`src/rtl/pipeline_hazard_ctrl.sv`:
```
// pipeline_hazard_ctrl: stall/flush sequencer for the 5-stage pipeline.
// Covers load-use bubbles, Mem-stage branch flushes and multi-cycle data memory waits.
module pipeline_hazard_ctrl #(
    parameter int CNT_W       = 32,
    parameter int MEM_TIMEOUT = 64
) (
    input  logic             clk,
    input  logic             reset,
    input  logic [4:0]       DecRn,
    input  logic [4:0]       DecRm,
    input  logic             DecUseRn,
    input  logic             DecUseRm,
    input  logic             ExValid,
    input  logic             ExMemRead,
    input  logic [4:0]       ExRd,
    input  logic             MemBrTaken,
    input  logic             MemReq,
    input  logic             MemAck,
    input  logic             WbValid,
    output logic             PCWrite,
    output logic             IFIDWrite,
    output logic             IDEXWrite,
    output logic             EXMEMWrite,
    output logic             MEMWBWrite,
    output logic             IFIDFlush,
    output logic             IDEXFlush,
    output logic             EXMEMFlush,
    output logic [1:0]       CtrlState,
    output logic             MemTimeout,
    output logic [CNT_W-1:0] StallCount,
    output logic [CNT_W-1:0] FlushCount,
    output logic [CNT_W-1:0] RetireCount
);
    typedef enum logic [1:0] {RUN = 2'b00, LOAD_BUBBLE = 2'b01, MEM_WAIT = 2'b10} state_t;
    localparam int WW = $clog2(MEM_TIMEOUT + 1);

    state_t        state;
    logic [WW-1:0] wait_cnt;
    logic          lu, in_mem, br, miss, stall_lu, timeout, hold, frozen;

    assign lu = ExValid & ExMemRead & (ExRd != 5'd31) &
                ((DecUseRn & (DecRn == ExRd)) | (DecUseRm & (DecRm == ExRd)));
    assign in_mem   = reset & (state == MEM_WAIT);
    assign br       = reset & !in_mem & MemBrTaken;
    assign miss     = reset & !in_mem & !MemBrTaken & MemReq & !MemAck;
    assign stall_lu = reset & (state == RUN) & !MemBrTaken & !miss & lu;
    assign timeout  = in_mem & !MemAck & (wait_cnt >= WW'(MEM_TIMEOUT));
    assign hold     = in_mem & !MemAck & !timeout;
    assign frozen   = miss | hold;

    assign PCWrite    = !(frozen | stall_lu);
    assign IFIDWrite  = !(frozen | stall_lu);
    assign IDEXWrite  = !frozen;
    assign EXMEMWrite = !frozen;
    assign MEMWBWrite = !frozen;
    assign IFIDFlush  = br;
    assign IDEXFlush  = br | stall_lu;
    assign EXMEMFlush = br;
    assign CtrlState  = state;

    // Saturating increment: the carry is suppressed once every bit is set.
    function automatic logic [CNT_W-1:0] sat_inc(input logic [CNT_W-1:0] v, input logic en);
        return v + CNT_W'(en & ~&v);
    endfunction

    always_ff @(posedge clk or negedge reset) begin
        if (!reset) begin
            state       <= RUN;
            wait_cnt    <= '0;
            MemTimeout  <= 1'b0;
            StallCount  <= '0;
            FlushCount  <= '0;
            RetireCount <= '0;
        end else begin
            state       <= miss ? MEM_WAIT : stall_lu ? LOAD_BUBBLE : hold ? MEM_WAIT : RUN;
            wait_cnt    <= miss ? WW'(1) : hold ? wait_cnt + WW'(1) : wait_cnt;
            MemTimeout  <= MemTimeout | timeout;
            StallCount  <= sat_inc(StallCount, !PCWrite);
            FlushCount  <= sat_inc(FlushCount, br);
            RetireCount <= sat_inc(RetireCount, WbValid);
        end
    end
endmodule

```
`config.mk`:
```
export PLATFORM = sky130hd
export DESIGN_NAME = pipeline_hazard_ctrl
export DESIGN_NICKNAME = d
export VERILOG_FILES = /design/src/rtl/pipeline_hazard_ctrl.sv
export SDC_FILE = /design/constraint.sdc
export NUM_CORES = 1
export LEC_CHECK = 0
export ABC_AREA = 1
export CAP_MARGIN = 20
export CORE_ASPECT_RATIO = 1.2
export CORE_MARGIN = 2
export CORE_UTILIZATION = 55
export DETAILED_ROUTE_END_ITERATION = 10
export PLACE_DENSITY = 0.86
export REMOVE_ABC_BUFFERS = 1
export SKIP_CTS_REPAIR_TIMING = 1
export SLEW_MARGIN = 0
export SYNTH_ARGS = -nofsm -noshare
export SYNTH_HDL_FRONTEND = slang
export SYNTH_SLANG_ARGS = --single-unit
```
`constraint.sdc`:
```
create_clock -name clk -period 4.6 [get_ports clk]
set_clock_uncertainty 0.1 [all_clocks]
set_input_delay 0.46 -clock clk [delete_from_list [all_inputs] [get_ports clk]]
set_output_delay 0.46 -clock clk [all_outputs]
set_load 0.05 [all_outputs]
```
==> Yosys cells after proc, flatten, opt, wreduce, memory -nomap -nowiden <==
Cells that the tools add are included.
Widths: inputs -> output; s select.
{ "totals": {"register_bits": 106, "in_bits": 25, "wordCells": 61} }
{ "op_classes": {"addsub": 4, "order_cmp": 1, "n_eq_ne": 4, "n_mux": 5, "bitwise": 26, "reduce_logical": 15} }
{ "op_table": {"columns": ["operator", "n"], "rows": [
  ["$add 32x1->32", 3],
  ["$reduce_and 32->1", 3],
  ["$and 1x1->1", 21],
  ["$mux 7", 2],
  ["$eq 5x5->1", 2],
  ["$logic_not 1->1", 10],
  ["$add 7x1->7 const B", 1],
  ["$ge 7x7->1 const B", 1],
  ["$mux 2", 3],
  ["$ne 5x5->1 const B", 1],
  ["$or 1x1->1", 5],
  ["$eq 2x2->1 const B", 1],
  ["$logic_not 2->1", 1],
  ["$reduce_bool 2->1", 1]
]} }

==> Logic depth before layout (Yosys ltp) <==
{ "depth": {"word_depth": 13, "mapped_depth": 19} }

==> Worst setup path after synthesis <==
No wires, ideal clock.
{ "synth_path": {"path_type": "register to output", "startpoint": "reg state[0], in the netlist CtrlState[0]", "endpoint": "out PCWrite", "arrival_ps": 2732, "required_time_ps": 4040, "setup_slack_ps": 1308, "path_stages_with_launch": 10, "path_buffers": 1, "cell_sequence": "dfrtp_1 > inv_1 > nand2_1 > nor2_1 > nand2_2 > inv_1 > nor2_2 > inv_2 > nor2_1 > buf_4"} }
{ "synth_via": {"elab_chain_cells": 12, "elab_cells_between_ends": 20, "cone_classes": "1 x eq/ne; 14 x bitwise; 5 x reduce/logical"} }
{ "synth_lines": {"columns": ["element", "line", "text"], "rows": [
  ["start, declared", "37", "state_t state;"],
  ["start signal, assigned", "75", "state <= miss ? MEM_WAIT : stall_lu ? LOAD_BUBBLE : hold ? MEM_WAIT : RUN;"],
  ["$eq 2x2->1", "43", "assign in_mem = reset & (state == MEM_WAIT);"],
  ["$and 1x1->1", "43", null],
  ["$logic_not 1->1", "45", "assign miss = reset & !in_mem & !MemBrTaken & MemReq & !MemAck;"],
  ["$and 1x1->1 (4 in a row)", "45", null],
  ["$logic_not 1->1", "46", "assign stall_lu = reset & (state == RUN) & !MemBrTaken & !miss & lu;"],
  ["$and 1x1->1 (2 in a row)", "46", null],
  ["$or 1x1->1 *", null, null],
  ["$logic_not 1->1 *", null, null],
  ["end, declared", "20", "output logic PCWrite,"]
]} }
Mark *: on every way between the ends. The rest lies on a longest branch, timed or not.

==> Final worst setup path <==
{ "layout_path": {"startpoint": "in MemBrTaken", "endpoint": "out IFIDWrite"} }
{ "layout_via": {"elab_chain_cells": 9, "elab_cells_between_ends": 11, "cone_classes": "8 x bitwise; 3 x reduce/logical"} }
{ "layout_lines": {"columns": ["element", "line", "text"], "rows": [
  ["start, declared", "16", "input logic MemBrTaken,"],
  ["$logic_not 1->1 *", "45, 46", null],
  ["$and 1x1->1 (3 in a row)", "45", null],
  ["$logic_not 1->1", "46", null],
  ["$and 1x1->1 (2 in a row)", "46", null],
  ["$or 1x1->1 *", "52", "assign IFIDWrite = !(frozen | stall_lu);"],
  ["$logic_not 1->1 *", "52", null],
  ["end, declared", "21", "output logic IFIDWrite,"]
]} }
Marks and branches as above.

==> impl_metrics.toml <==
[status]
run_status = "finished, final reports clean"

[synthesis]
async_reset_ff_share_pct = 100.0
ys_types = 35
syn_inst = 726
yosys_warnings = 0
ys_ff_latch = 106
synth-edff-count = 0
avgSynthCellArea_um2 = 8.072
syn_area_um2 = 5861
synth_top_area_share_pct = 45.26
synth_seq_area_share_pct = 45.26
yosysTopAreaCell = "dfrtp_1"
synth_top_flop_cell = "dfrtp_1"
synth_top_cells_by_area = "dfrtp_1, nand2_1, xor2_1"

[setup_path]
rr_endpoint = "StallCount[26]"
worst-path-max-fanout = 7
cp-end-kind = "output port"
worst_ep_arrival_time_ns = 2.76
rr_startpoint = "CtrlState[0]"
ff2ff_path_depth = 16
cp.required_ns = 4.04
worstSetupStartpointType = "input port"
rrSetupSlack_ns = 1.81
crit_type = "input port to output port"

[cts]
clockRootBuffer = "clkbuf_16"
clockBufferDepth = 2
htreeDepth = 3
cts.clk_slew.worst_paths_ns = 0.07
cts_buffers = 9
cts_tree = "built"
clock_latency_ns = 0.35
cts.sinks = 106

[timing]
timing.fmax_ghz = 0.3014
setup_ws_ns = 1.282
slew_viol_final = 0
fin_tns_setup_ns = 0
worst_pin_slew_ns = 0.7894
hold_viol = 0
rsz0062_at_grt = "no"
slew_headroom_pct = 47.38
finalCritPeriodShare_pct = 72.13
fin_crit_ns = 3.318
holdWs_ns = 0.1125
finalSetupViolations = 0

[die]
rows = 41
floorplan.initialDensity_pct = 56.00
ios = 132
die_h_um = 117.1
die_x_um = 98.23
die_area_um2 = 11500
core_um2 = 10470

[placed_design]
placed_cells = 984
dp_slack_ns = 1.296
place_congestion = 0.9065
dp_hpwl_um = 11830
placed_area_um2 = 7316
io_buffers = 131

[final_layout]
layout_commonest_cell = "nand2_1"
final_cell_mix = "nand2_1, clkdlybuf4s50_1, dfrtp_1"
fillers = 830
syn_to_final_growth_pct = 29.82
fin_nets = 898
final_cells = 999
n_antenna_cell = 0
fin_area_um2 = 7609
drive_gt1_share_pct = 6.782
utilization_pct = 72.70

[power_and_ir_drop]
p_leak_nw = 3.502
p_total_mw = 2.566
power_density_nw_per_um2 = 337.2
ir_worst_vdd_uv = 326.2

[global_route]
grt_pass1_vias = 5256
antenna_found_initial = 0
grt_max_degree = 65
grt-ovfl-total = 0
grt_pass1_wl_um = 25130
grtUsageTotal_pct = 27.29

[route]
drtIter0Drc = 269
wl_um = 15540
antenna_left = 0
routed-via-count = 5355
via_per_inst = 5.360
wl_per_cell_um = 15.55
remaining_drc_errors = 0
drt_pass1_iterations = 6

[hold_path]
hold_path_class = "input port to asynchronous set/reset pin"

[job]
maxCapViolCount = 0
synthesized netlist by cell type (all sizes together), types with 5 or more instances:
master  count
nor2      116
xor2       54
nand3b     10
a21oi       5
nand4      23
nor3       40
nand3      24
ha          7
inv        81
xnor2      25
dfrtp     106
nand2     214
power by group:
part	switching [mW]	total, mW	internal [mW]
Combinational	0.457	0.670	0.213
Sequential	0.104	1.12	1.01
Clock	0.345	0.779	0.433
final cells by class:
| class | instances | area, um^2 | area share, % |
|---|---|---|---|
| flip-flops and latches | 106 | 2653 | 34.86 |
| repair buffers | 133 | 1324 | 17.40 |
| well taps | 129 | 161.4 | 2.121 |
| clock inverters | 5 | 53.80 | 0.7071 |
| inverters | 81 | 304.0 | 3.996 |
| multi-input cells | 535 | 2874 | 37.77 |
| clock buffers | 10 | 239.0 | 3.141 |
kinds of logic (layout without fill, tap and decap cells):
logic type,Yosys count,count (layout),share of synthesized area [%]
xor+xnor,79,79,11.81
buf+inv,85,229,5.700
fa+ha+maj,7,7,1.494
flops,106,106,45.26
compound gates,12,12,1.260
simple gates,437,437,34.48
worst max-delay path: stages:
cell and delay, ns:
clkdlybuf4s50_1 0.42, nor2_1 0.12, nand2_1 0.07, nor2_2 0.29, inv_1 0.10, nand2_1 0.08, nor2_1 0.04, nand2_1 0.13
inv_1 0.07, nor2_1 0.14, clkdlybuf4s50_1 0.84
worst max path at each step:
stage	startpoint	endpoint	slack [ns]
after floorplan	CtrlState[0]	IFIDWrite	0.35
after global placement	MemBrTaken	IFIDWrite	1.40
after detailed placement	MemBrTaken	IFIDWrite	1.30
after CTS	MemBrTaken	IFIDWrite	1.29
after global routing	MemBrTaken	IFIDWrite	1.13
final	MemBrTaken	IFIDWrite	1.28
registers in the layout (all words and copies together) (netlist names):
signal / flops
wait_cnt: 7
MemTimeout: 1
RetireCount: 32
CtrlState: 2
FlushCount: 32
StallCount: 32
routing by layer:
metal / vias to the layer above / global-route usage, % / part of all wire, %
li1: 2554 / - / -
met1: 2533 / 34.47 / 41
met2: 234 / 47.67 / 50
met3: 34 / 4.454 / 6.6
met4: 0 / 10.59 / 2.3
met5: - / 0 / 0
No activity file was read; power rests on OpenSTA's default activity.
